File: config.mk
export PLATFORM = sky130hd
export DESIGN_NAME = multicycle_controller_flat
export DESIGN_NICKNAME = d
export VERILOG_FILES = /design/src/rtl/multicycle_controller_if.sv /design/src/rtl/multicycle_controller.sv /design/src/flat_wrapper.sv
export SDC_FILE = /design/constraint.sdc
export NUM_CORES = 1
export LEC_CHECK = 0
export CORE_UTILIZATION = 35
export DETAILED_ROUTE_END_ITERATION = 10
export PLACE_DENSITY_LB_ADDON = 0.05
export SLEW_MARGIN = 15
export SYNTH_ARGS = -nofsm -noshare
export SYNTH_HDL_FRONTEND = slang
export SYNTH_SLANG_ARGS = --single-unit
File: constraint.sdc
create_clock -name clk -period 5.05 [get_ports clk]
set_clock_uncertainty 0.15 [all_clocks]
set_input_delay 1.01 -clock clk [delete_from_list [all_inputs] [get_ports clk]]
set_output_delay 1.01 -clock clk [all_outputs]
set_load 0.1 [all_outputs]
File: src/rtl/multicycle_controller_if.sv
// rtl/multicycle_controller_if.sv - control/handshake bundle between the multi-cycle FSM and the datapath
interface multicycle_controller_if;
  logic [5:0] opcode;
  logic [5:0] funct;
  logic       alu_zero;
  logic       imem_ready;
  logic       dmem_ready;
  logic       imem_req;
  logic       dmem_req;
  logic       ir_wr_en;
  logic       pc_wr_en;
  logic       reg_wr_en;
  logic       mem_wr_en;
  logic [1:0] pc_src;
  logic [1:0] writeback_src;
  logic       reg_dst;
  logic       link_sel;
  logic       alu_src_b;
  logic       ext_sel;
  logic [2:0] alu_command;
  logic [2:0] state;
  logic [1:0] halt_cause;

  modport master (
    input  opcode, funct, alu_zero, imem_ready, dmem_ready,
    output imem_req, dmem_req, ir_wr_en, pc_wr_en, reg_wr_en, mem_wr_en,
    output pc_src, writeback_src, reg_dst, link_sel, alu_src_b, ext_sel,
    output alu_command, state, halt_cause
  );

  modport slave (
    output opcode, funct, alu_zero, imem_ready, dmem_ready,
    input  imem_req, dmem_req, ir_wr_en, pc_wr_en, reg_wr_en, mem_wr_en,
    input  pc_src, writeback_src, reg_dst, link_sel, alu_src_b, ext_sel,
    input  alu_command, state, halt_cause
  );
endinterface

File: src/rtl/multicycle_controller.sv
// rtl/multicycle_controller.sv - multi-cycle MIPS-subset control FSM
// Sequences FETCH/DECODE/EXECUTE/MEMORY/WRITEBACK; illegal ops and memory timeouts park the core in HALT.
module multicycle_controller #(
  parameter int TIMEOUT_W = 8
) (
  input  logic                   clk,
  input  logic                   rst_n,
  multicycle_controller_if.master bus
);
  typedef enum logic [2:0] {
    RESET     = 3'd0,
    FETCH     = 3'd1,
    DECODE    = 3'd2,
    EXECUTE   = 3'd3,
    MEMORY    = 3'd4,
    WRITEBACK = 3'd5,
    HALT      = 3'd6
  } stateT;

  localparam logic [5:0] OP_RTYPE = 6'h00;
  localparam logic [5:0] OP_LW    = 6'h23;
  localparam logic [5:0] OP_SW    = 6'h2B;
  localparam logic [5:0] OP_XORI  = 6'h0E;
  localparam logic [5:0] OP_BNE   = 6'h05;
  localparam logic [5:0] OP_J     = 6'h02;
  localparam logic [5:0] OP_JAL   = 6'h03;
  localparam logic [5:0] FN_ADD   = 6'h20;
  localparam logic [5:0] FN_SUB   = 6'h22;
  localparam logic [5:0] FN_SLT   = 6'h2A;
  localparam logic [5:0] FN_JR    = 6'h08;

  localparam logic [2:0] ALU_ADD = 3'd0;
  localparam logic [2:0] ALU_SUB = 3'd1;
  localparam logic [2:0] ALU_XOR = 3'd2;
  localparam logic [2:0] ALU_SLT = 3'd3;

  localparam logic [1:0] CAUSE_NONE    = 2'd0;
  localparam logic [1:0] CAUSE_ILLEGAL = 2'd1;
  localparam logic [1:0] CAUSE_IMEM    = 2'd2;
  localparam logic [1:0] CAUSE_DMEM    = 2'd3;

  localparam logic [TIMEOUT_W-1:0] WAIT_MAX  = '1;
  localparam logic [TIMEOUT_W-1:0] WAIT_LAST = {{(TIMEOUT_W-1){1'b1}}, 1'b0};
  localparam logic [TIMEOUT_W-1:0] WAIT_ONE  = {{(TIMEOUT_W-1){1'b0}}, 1'b1};

  stateT                stateQ, stateNext;
  logic [5:0]           opReg, functReg;
  logic [TIMEOUT_W-1:0] waitCnt;
  logic [1:0]           haltCause, haltCauseNext;
  logic                 legalOp;
  logic                 waiting;

  always_comb begin
    legalOp = 1'b0;
    case (opReg)
      OP_RTYPE: legalOp = (functReg == FN_ADD) || (functReg == FN_SUB) ||
                          (functReg == FN_SLT) || (functReg == FN_JR);
      OP_LW, OP_SW, OP_XORI, OP_BNE, OP_J, OP_JAL: legalOp = 1'b1;
      default: legalOp = 1'b0;
    endcase
  end

  assign waiting = ((stateQ == FETCH)  && !bus.imem_ready) ||
                   ((stateQ == MEMORY) && !bus.dmem_ready);

  always_ff @(posedge clk or negedge rst_n) begin
    if (!rst_n) begin
      stateQ    <= RESET;
      opReg     <= '0;
      functReg  <= '0;
      waitCnt   <= '0;
      haltCause <= CAUSE_NONE;
    end else begin
      stateQ    <= stateNext;
      haltCause <= haltCauseNext;
      if ((stateQ == FETCH) && bus.imem_ready) begin
        opReg    <= bus.opcode;
        functReg <= bus.funct;
      end
      if (stateNext != stateQ)
        waitCnt <= '0;
      else if (waiting && (waitCnt != WAIT_MAX))
        waitCnt <= waitCnt + WAIT_ONE;
    end
  end

  always_comb begin
    stateNext         = stateQ;
    haltCauseNext     = haltCause;
    bus.imem_req      = 1'b0;
    bus.dmem_req      = 1'b0;
    bus.ir_wr_en      = 1'b0;
    bus.pc_wr_en      = 1'b0;
    bus.reg_wr_en     = 1'b0;
    bus.mem_wr_en     = 1'b0;
    bus.pc_src        = 2'd0;
    bus.writeback_src = 2'd0;
    bus.reg_dst       = 1'b0;
    bus.link_sel      = 1'b0;
    bus.alu_src_b     = 1'b0;
    bus.ext_sel       = 1'b0;
    bus.alu_command   = ALU_ADD;

    case (stateQ)
      RESET: stateNext = FETCH;

      FETCH: begin
        bus.imem_req = 1'b1;
        if (bus.imem_ready) begin
          bus.ir_wr_en = 1'b1;
          stateNext    = DECODE;
        end else if (waitCnt == WAIT_LAST) begin
          stateNext     = HALT;
          haltCauseNext = CAUSE_IMEM;
        end
      end

      DECODE: begin
        if (legalOp) begin
          stateNext = EXECUTE;
        end else begin
          stateNext     = HALT;
          haltCauseNext = CAUSE_ILLEGAL;
        end
      end

      EXECUTE: begin
        case (opReg)
          OP_RTYPE: begin
            stateNext = WRITEBACK;
            case (functReg)
              FN_SUB:  bus.alu_command = ALU_SUB;
              FN_SLT:  bus.alu_command = ALU_SLT;
              FN_JR: begin
                bus.pc_wr_en = 1'b1;
                bus.pc_src   = 2'd1;
                stateNext    = FETCH;
              end
              default: bus.alu_command = ALU_ADD;
            endcase
          end
          OP_LW, OP_SW: begin
            bus.alu_src_b = 1'b1;
            bus.ext_sel   = 1'b1;
            stateNext     = MEMORY;
          end
          OP_XORI: begin
            bus.alu_command = ALU_XOR;
            bus.alu_src_b   = 1'b1;
            stateNext       = WRITEBACK;
          end
          OP_BNE: begin
            bus.alu_command = ALU_SUB;
            bus.ext_sel     = 1'b1;
            bus.pc_wr_en    = 1'b1;
            bus.pc_src      = bus.alu_zero ? 2'd0 : 2'd3;
            stateNext       = FETCH;
          end
          OP_JAL: begin
            bus.pc_wr_en      = 1'b1;
            bus.pc_src        = 2'd2;
            bus.reg_wr_en     = 1'b1;
            bus.link_sel      = 1'b1;
            bus.writeback_src = 2'd2;
            stateNext         = FETCH;
          end
          default: begin
            bus.pc_wr_en = 1'b1;
            bus.pc_src   = 2'd2;
            stateNext    = FETCH;
          end
        endcase
      end

      MEMORY: begin
        // Address computation stays selected so the ALU result is stable through the access.
        bus.dmem_req  = 1'b1;
        bus.alu_src_b = 1'b1;
        bus.ext_sel   = 1'b1;
        bus.mem_wr_en = (opReg == OP_SW);
        if (bus.dmem_ready) begin
          if (opReg == OP_SW) begin
            bus.pc_wr_en = 1'b1;
            stateNext    = FETCH;
          end else begin
            stateNext = WRITEBACK;
          end
        end else if (waitCnt == WAIT_LAST) begin
          stateNext     = HALT;
          haltCauseNext = CAUSE_DMEM;
        end
      end

      WRITEBACK: begin
        bus.reg_wr_en     = 1'b1;
        bus.pc_wr_en      = 1'b1;
        bus.reg_dst       = (opReg != OP_RTYPE);
        bus.writeback_src = (opReg == OP_LW) ? 2'd1 : 2'd0;
        stateNext         = FETCH;
      end

      default: stateNext = HALT;
    endcase
  end

  assign bus.state      = stateQ;
  assign bus.halt_cause = haltCause;
endmodule

File: src/flat_wrapper.sv
// flat-port wrapper written by rule: the top's interface ports become plain ports
module multicycle_controller_flat 
#(
  parameter int TIMEOUT_W = 8
)
  (clk, rst_n, bus_opcode, bus_funct, bus_alu_zero, bus_imem_ready, bus_dmem_ready, bus_imem_req, bus_dmem_req, bus_ir_wr_en, bus_pc_wr_en, bus_reg_wr_en, bus_mem_wr_en, bus_pc_src, bus_writeback_src, bus_reg_dst, bus_link_sel, bus_alu_src_b, bus_ext_sel, bus_alu_command, bus_state, bus_halt_cause);
  multicycle_controller_if bus_i ();
  input  logic clk;
  input  logic rst_n;
  input wire logic [$bits(bus_i.opcode)-1:0] bus_opcode;
  input wire logic [$bits(bus_i.funct)-1:0] bus_funct;
  input wire logic [$bits(bus_i.alu_zero)-1:0] bus_alu_zero;
  input wire logic [$bits(bus_i.imem_ready)-1:0] bus_imem_ready;
  input wire logic [$bits(bus_i.dmem_ready)-1:0] bus_dmem_ready;
  output wire logic [$bits(bus_i.imem_req)-1:0] bus_imem_req;
  output wire logic [$bits(bus_i.dmem_req)-1:0] bus_dmem_req;
  output wire logic [$bits(bus_i.ir_wr_en)-1:0] bus_ir_wr_en;
  output wire logic [$bits(bus_i.pc_wr_en)-1:0] bus_pc_wr_en;
  output wire logic [$bits(bus_i.reg_wr_en)-1:0] bus_reg_wr_en;
  output wire logic [$bits(bus_i.mem_wr_en)-1:0] bus_mem_wr_en;
  output wire logic [$bits(bus_i.pc_src)-1:0] bus_pc_src;
  output wire logic [$bits(bus_i.writeback_src)-1:0] bus_writeback_src;
  output wire logic [$bits(bus_i.reg_dst)-1:0] bus_reg_dst;
  output wire logic [$bits(bus_i.link_sel)-1:0] bus_link_sel;
  output wire logic [$bits(bus_i.alu_src_b)-1:0] bus_alu_src_b;
  output wire logic [$bits(bus_i.ext_sel)-1:0] bus_ext_sel;
  output wire logic [$bits(bus_i.alu_command)-1:0] bus_alu_command;
  output wire logic [$bits(bus_i.state)-1:0] bus_state;
  output wire logic [$bits(bus_i.halt_cause)-1:0] bus_halt_cause;
  assign bus_i.opcode = bus_opcode;
  assign bus_i.funct = bus_funct;
  assign bus_i.alu_zero = bus_alu_zero;
  assign bus_i.imem_ready = bus_imem_ready;
  assign bus_i.dmem_ready = bus_dmem_ready;
  assign bus_imem_req = bus_i.imem_req;
  assign bus_dmem_req = bus_i.dmem_req;
  assign bus_ir_wr_en = bus_i.ir_wr_en;
  assign bus_pc_wr_en = bus_i.pc_wr_en;
  assign bus_reg_wr_en = bus_i.reg_wr_en;
  assign bus_mem_wr_en = bus_i.mem_wr_en;
  assign bus_pc_src = bus_i.pc_src;
  assign bus_writeback_src = bus_i.writeback_src;
  assign bus_reg_dst = bus_i.reg_dst;
  assign bus_link_sel = bus_i.link_sel;
  assign bus_alu_src_b = bus_i.alu_src_b;
  assign bus_ext_sel = bus_i.ext_sel;
  assign bus_alu_command = bus_i.alu_command;
  assign bus_state = bus_i.state;
  assign bus_halt_cause = bus_i.halt_cause;
  multicycle_controller #(.TIMEOUT_W(TIMEOUT_W)) u_core (.clk(clk), .rst_n(rst_n), .bus(bus_i));
endmodule
* Word level (Yosys, flattened, before mapping)
Index checks and enable logic that the tools add are counted.
** Cells by class
- Equal/unequal tests :: 23
- Mux-type cells :: 45
- Reductions and logical operators :: 21
- Add/subtract/negate cells :: 1
** Operators with widths (number)
- $eq A6 B6 Y1 const B :: 5
- $mux W3 :: 7
- $pmux W3 S3 :: 2
- $mux W2 :: 8
- $mux W8 :: 2
- $mux W1 :: 15
- $pmux W3 S5 :: 1
- $eq A6 B2 Y1 const B :: 2
- $eq A6 B4 Y1 const B :: 2
- $pmux W2 S3 :: 2
- $ne A2 B2 Y1 const B :: 5
- $pmux W1 S2 :: 5
- $add A8 B1 Y8 const B :: 1
- $eq A8 B8 Y1 const B :: 1
- $ne A8 B8 Y1 const B :: 1
- $pmux W2 S2 :: 2
- $eq A3 B2 Y1 const B :: 2
- $eq A3 B3 Y1 const B :: 2
- $eq A6 B3 Y1 const B :: 1
- $logic_not A6 Y1 :: 1
- $reduce_and A6 Y1 :: 1
- $reduce_bool A6 Y1 :: 1
- $reduce_or A3 Y1 :: 2
- $reduce_or A6 Y1 :: 1
- 10 further kinds :: 18
** Word-level totals
- Output and inout bits :: 22
- Register bits after elaboration :: 25
- Input port bits :: 17

* Depth between registers and ports, before layout
- Depth in word-level cells :: 9
- Mapped depth :: 7

* Worst setup path before layout
No wires, ideal clock.
- Path type :: register -> output
- Start point :: reg u_core.stateQ[2], in the netlist u_core.bus.state[2]
- End point :: out bus_mem_wr_en
- Setup slack :: -0.109 ns
- Cell stages (with the launch flop) :: 6
- Buffers on the path :: 1
- Data required time :: 3.890 ns
- Arrival :: 3.999 ns
- Cells stage by stage :: dfrtp_1 > buf_6 > nand2b_1 > nor2_1 > nand2_1 > nor2_1
** Between the ends
- Cells in the longest elaborated chain, start to end :: 2
** Ends and longest elaborated chain
- start, declared :: RTL line multicycle_controller.sv:46 : stateT stateQ, stateNext;
- start signal, assigned :: RTL line multicycle_controller.sv:74 : stateQ <= stateNext;
- $eq A3 B3 Y1 :: RTL line multicycle_controller.sv:104 : case (stateQ)
- $mux W1 :: RTL line multicycle_controller.sv:104
- end, declared :: RTL line flat_wrapper.sv:20 : output wire logic [$bits(bus_i.mem_wr_en)-1:0] bus_mem_wr_en;
No other way between the ends.

* Worst setup path after layout
- Start point :: reg u_core.stateQ[0], in the netlist u_core.bus.state[0]
- End point :: out bus_reg_wr_en
** Between the ends
- Cells in the longest elaborated chain, start to end :: 2
- Elaborated cells between the ends (all ways) :: 3
- Those cells by class :: 2 x eq/ne; 1 x mux
** Ends and longest elaborated chain
- $eq A3 B3 Y1 / $eq A3 B2 Y1 (equally long branches) :: RTL line multicycle_controller.sv:104
- $pmux W1 S2 (*) :: RTL line multicycle_controller.sv:104
- end, declared :: RTL line flat_wrapper.sv:19 : output wire logic [$bits(bus_i.reg_wr_en)-1:0] bus_reg_wr_en;
Mark *: on every way between the ends. The rest lies on a longest branch, timed or not.

==> metrics <==
Syn Area/Cell=9.50 µm²; Layout Utilization=0.453; Boundary Pins=39; Die X=72.5 µm; Max clock buf depth=2; Synth Instances=183; Worst EP arrival=2.89 ns; DR vias/cell=5.13; wire per inst=14.4 µm; Max Cap Viol=0; clk_lat worst skew=0.26 ns; met1 global-route usage=0.250; vias post-DR=1,447; Worst Path Max Fanout=13; Post-Syn Area=0.00174 mm²; CP Launch Type=flop; number of global-route vias before repair=1,454; Die Height=72.5 µm; Critical Path End Type=output port; clock-pin slew on the worst setup and hold paths=0.09 ns; Final Hold Viols=0; Netlist cell types=59; initial antenna violation count=0; Top Usage Layer GRT=met2; syn nets=202; nets@finish=235; Root Driver=clkbuf_8; FMAX=247 MHz; Yosys reg bits=25; DRC=0; Tot Pwr=1.24 mW; Leak=0.851 nW; slew margin rel.=0.346; post-CTS setup buffer count=0; CTS HTree Levels=1; maximum VDD drop=0.218 mV; Tot GR Track Use=0.171; Num CTS Buffers=3; CTS Sinks=25; # rows=25; DP HPWL=3060 µm; ANT cells=0; antenna-violating nets left=0; min-delay worst type=reg2reg; Slew Limit Fails=0; first-pass GRT wire length=7020 µm; status=complete, no violations; Final period util=0.802; Seq/Total Area, Yosys=0.360; Worst Max-Slew Pin Slew=0.978 ns; placed insts=278; Starting Density=0.366; ratio of cells with drive above 1 in the final layout=0.186; Syn-to-layout area delta=23.8%; unrepaired setup endpoints after global routing=no; Period minus WS final=4.05 ns; CTS tree=built; Power Dens Cells=578 mW/mm²; core area=0.00475 mm²; Ys Warns=0; WP data required=3.89 ns; 1st-pass router iterations=4; global routing usage on met3=0.0194; Post-Route WL=4060 µm; hold buffer count at cts=0; CTS resizes=0; Placer Congestion=0.839; Iter 0 DRT Violations=88; Setup Total Neg Slack=0 ns; non-filler instance count after layout=282; # port buffers=37; largest net degree at the start of global routing=26; met2 Use GR=0.264; # setup viols final=0; WS Path Type=reg2out; total die area=0.00525 mm²; total gr overflow=0
[cell families after synthesis]
kind of cell / synth area share
muxes: 0.0777
other: 0.00216
adders and majority gates: 0.0144
DFF: 0.360
and+or+nand+nor: 0.325
AOI/OAI and AO/OA: 0.131
xor gates and xnor gates: 0.0302
buffers and inverters: 0.0597
[through the flow]
| step | hold slack (ns) | instance area, µm² | setup WS (ns) |
|---|---|---|---|
| finish | 0.348 | 2150 | 0.999 |
| global route | 0.390 | 2150 | 0.841 |
| CTS | 0.347 | 2150 | 1.02 |
| detailed placement | 0.329 | 2110 | 1.33 |
| global placement | 0.327 | 2110 | 1.36 |
| floorplan | 0.332 | 1750 | 0.110 |
[registers in the layout, indices dropped and copies added, names as in the netlist]
| signal | cells |
|---|---|
| u_core.waitCnt | 8 |
| u_core.functReg | 6 |
| u_core.opReg | 6 |
| u_core.bus.state | 3 |
| u_core.bus.halt_cause | 2 |
[critical path, stage by stage (launching register included)]
cell,delay [ns]
dfrtp_1,0.62
nand2b_1,0.18
nor2_1,0.25
nand4b_1,0.21
o31ai_2,0.21
clkdlybuf4s50_1,1.17
[area by class of cell]
class                      count  area, µm²
fill                         477       2600
multi-input combinational    144       1020
sequential                    25        626
timing repair buffer          39        370
tap                           67       83.8
clock buffer                   4       45.0
inverter                       3       11.3
[path summary, 6_finish.rpt]
| check | startpoint | to | slack, ns | cells after the start |
|---|---|---|---|---|
| min reg2reg | u_core.bus.halt_cause[1]$_DFFE_PN0P_ | u_core.bus.halt_cause[1]$_DFFE_PN0P_ | 0.35 | 1 |
| max | u_core.bus.state[0]$_DFF_PN0_ | bus_reg_wr_en | 1.0 | 5 |
| max reg2reg | u_core.opReg[3]$_DFFE_PN0P_ | u_core.bus.state[2]$_DFF_PN0_ | 2.84 | 5 |
| min | u_core.bus.halt_cause[1]$_DFFE_PN0P_ | u_core.bus.halt_cause[1]$_DFFE_PN0P_ | 0.35 | 1 |
| min in group asynchronous | rst_n | u_core.waitCnt[6]$_DFFE_PN0P_ | 0.95 | 2 |
| max in group asynchronous | rst_n | u_core.functReg[3]$_DFFE_PN0P_ | 3.54 | 2 |
[Yosys cell counts (all sizes together)]
cell,n,area (µm²)
dfrtp,25,626
nand2,16,67.6
mux2,12,135
nor2,12,47.6
o21ai,10,50.1
a21oi,9,45.0
and2,8,53.8
buf,8,71.3
nand3,8,40.0
nor3b,7,78.8
xnor2,6,52.6
nor3,5,25.0
and3b,4,35.0
nor2b,4,32.5
a31oi,3,18.8
and3,3,20.0
clkbuf,3,21.3
inv,3,11.3
nand2b,3,18.8
nand4,3,18.8
a21boi,2,18.8
and2b,2,15.0
ha,2,25.0
nor4,2,12.5
o21a,2,15.0
or4,2,18.8
or4b,2,20.0
a221o,1,11.3
a41oi,1,8.76
and4,1,8.76
and4b,1,10.0
conb,1,3.75
nand4b,1,8.76
nor4b,1,8.76
nor4bb,1,10.0
o2111ai,1,8.76
o21bai,1,11.3
o221ai,1,8.76
o22ai,1,6.26
o2bb2ai,1,8.76
o31ai,1,7.51
o32ai,1,8.76
or2,1,6.26
or3b,1,8.76
[cell usage in the layout, fill, tap and decap left out, drive strengths merged, types with 3 or more instances in the layout]
cell,count
o21ai,10
a31oi,3
nand2,16
nand4,3
a21oi,9
clkdlybuf4s50,31
nor3,5
mux2,12
nand3,8
and2,8
and3b,4
xnor2,6
dfrtp,25
buf,8
inv,3
clkbuf,4
nand2b,3
and3,3
nor2,12
nor3b,7
nor2b,4
[metal layers]
| metal | share of wire | up-vias |
|---|---|---|
| met5 | 0 | - |
| met4 | 0.011 | 0 |
| met3 | 0.033 | 4 |
| met2 | 0.43 | 32 |
| met1 | 0.52 | 683 |
| li1 | - | 728 |
[power breakdown]
group / total, mW / internal (mW) / leakage (nW) / switching (mW)
registers: 0.389 / 0.263 / 0.313 / 0.125
clock network: 0.119 / 0.0564 / 0.0228 / 0.0627
logic: 0.736 / 0.252 / 0.516 / 0.484
(Power assumes the default switching activity.)
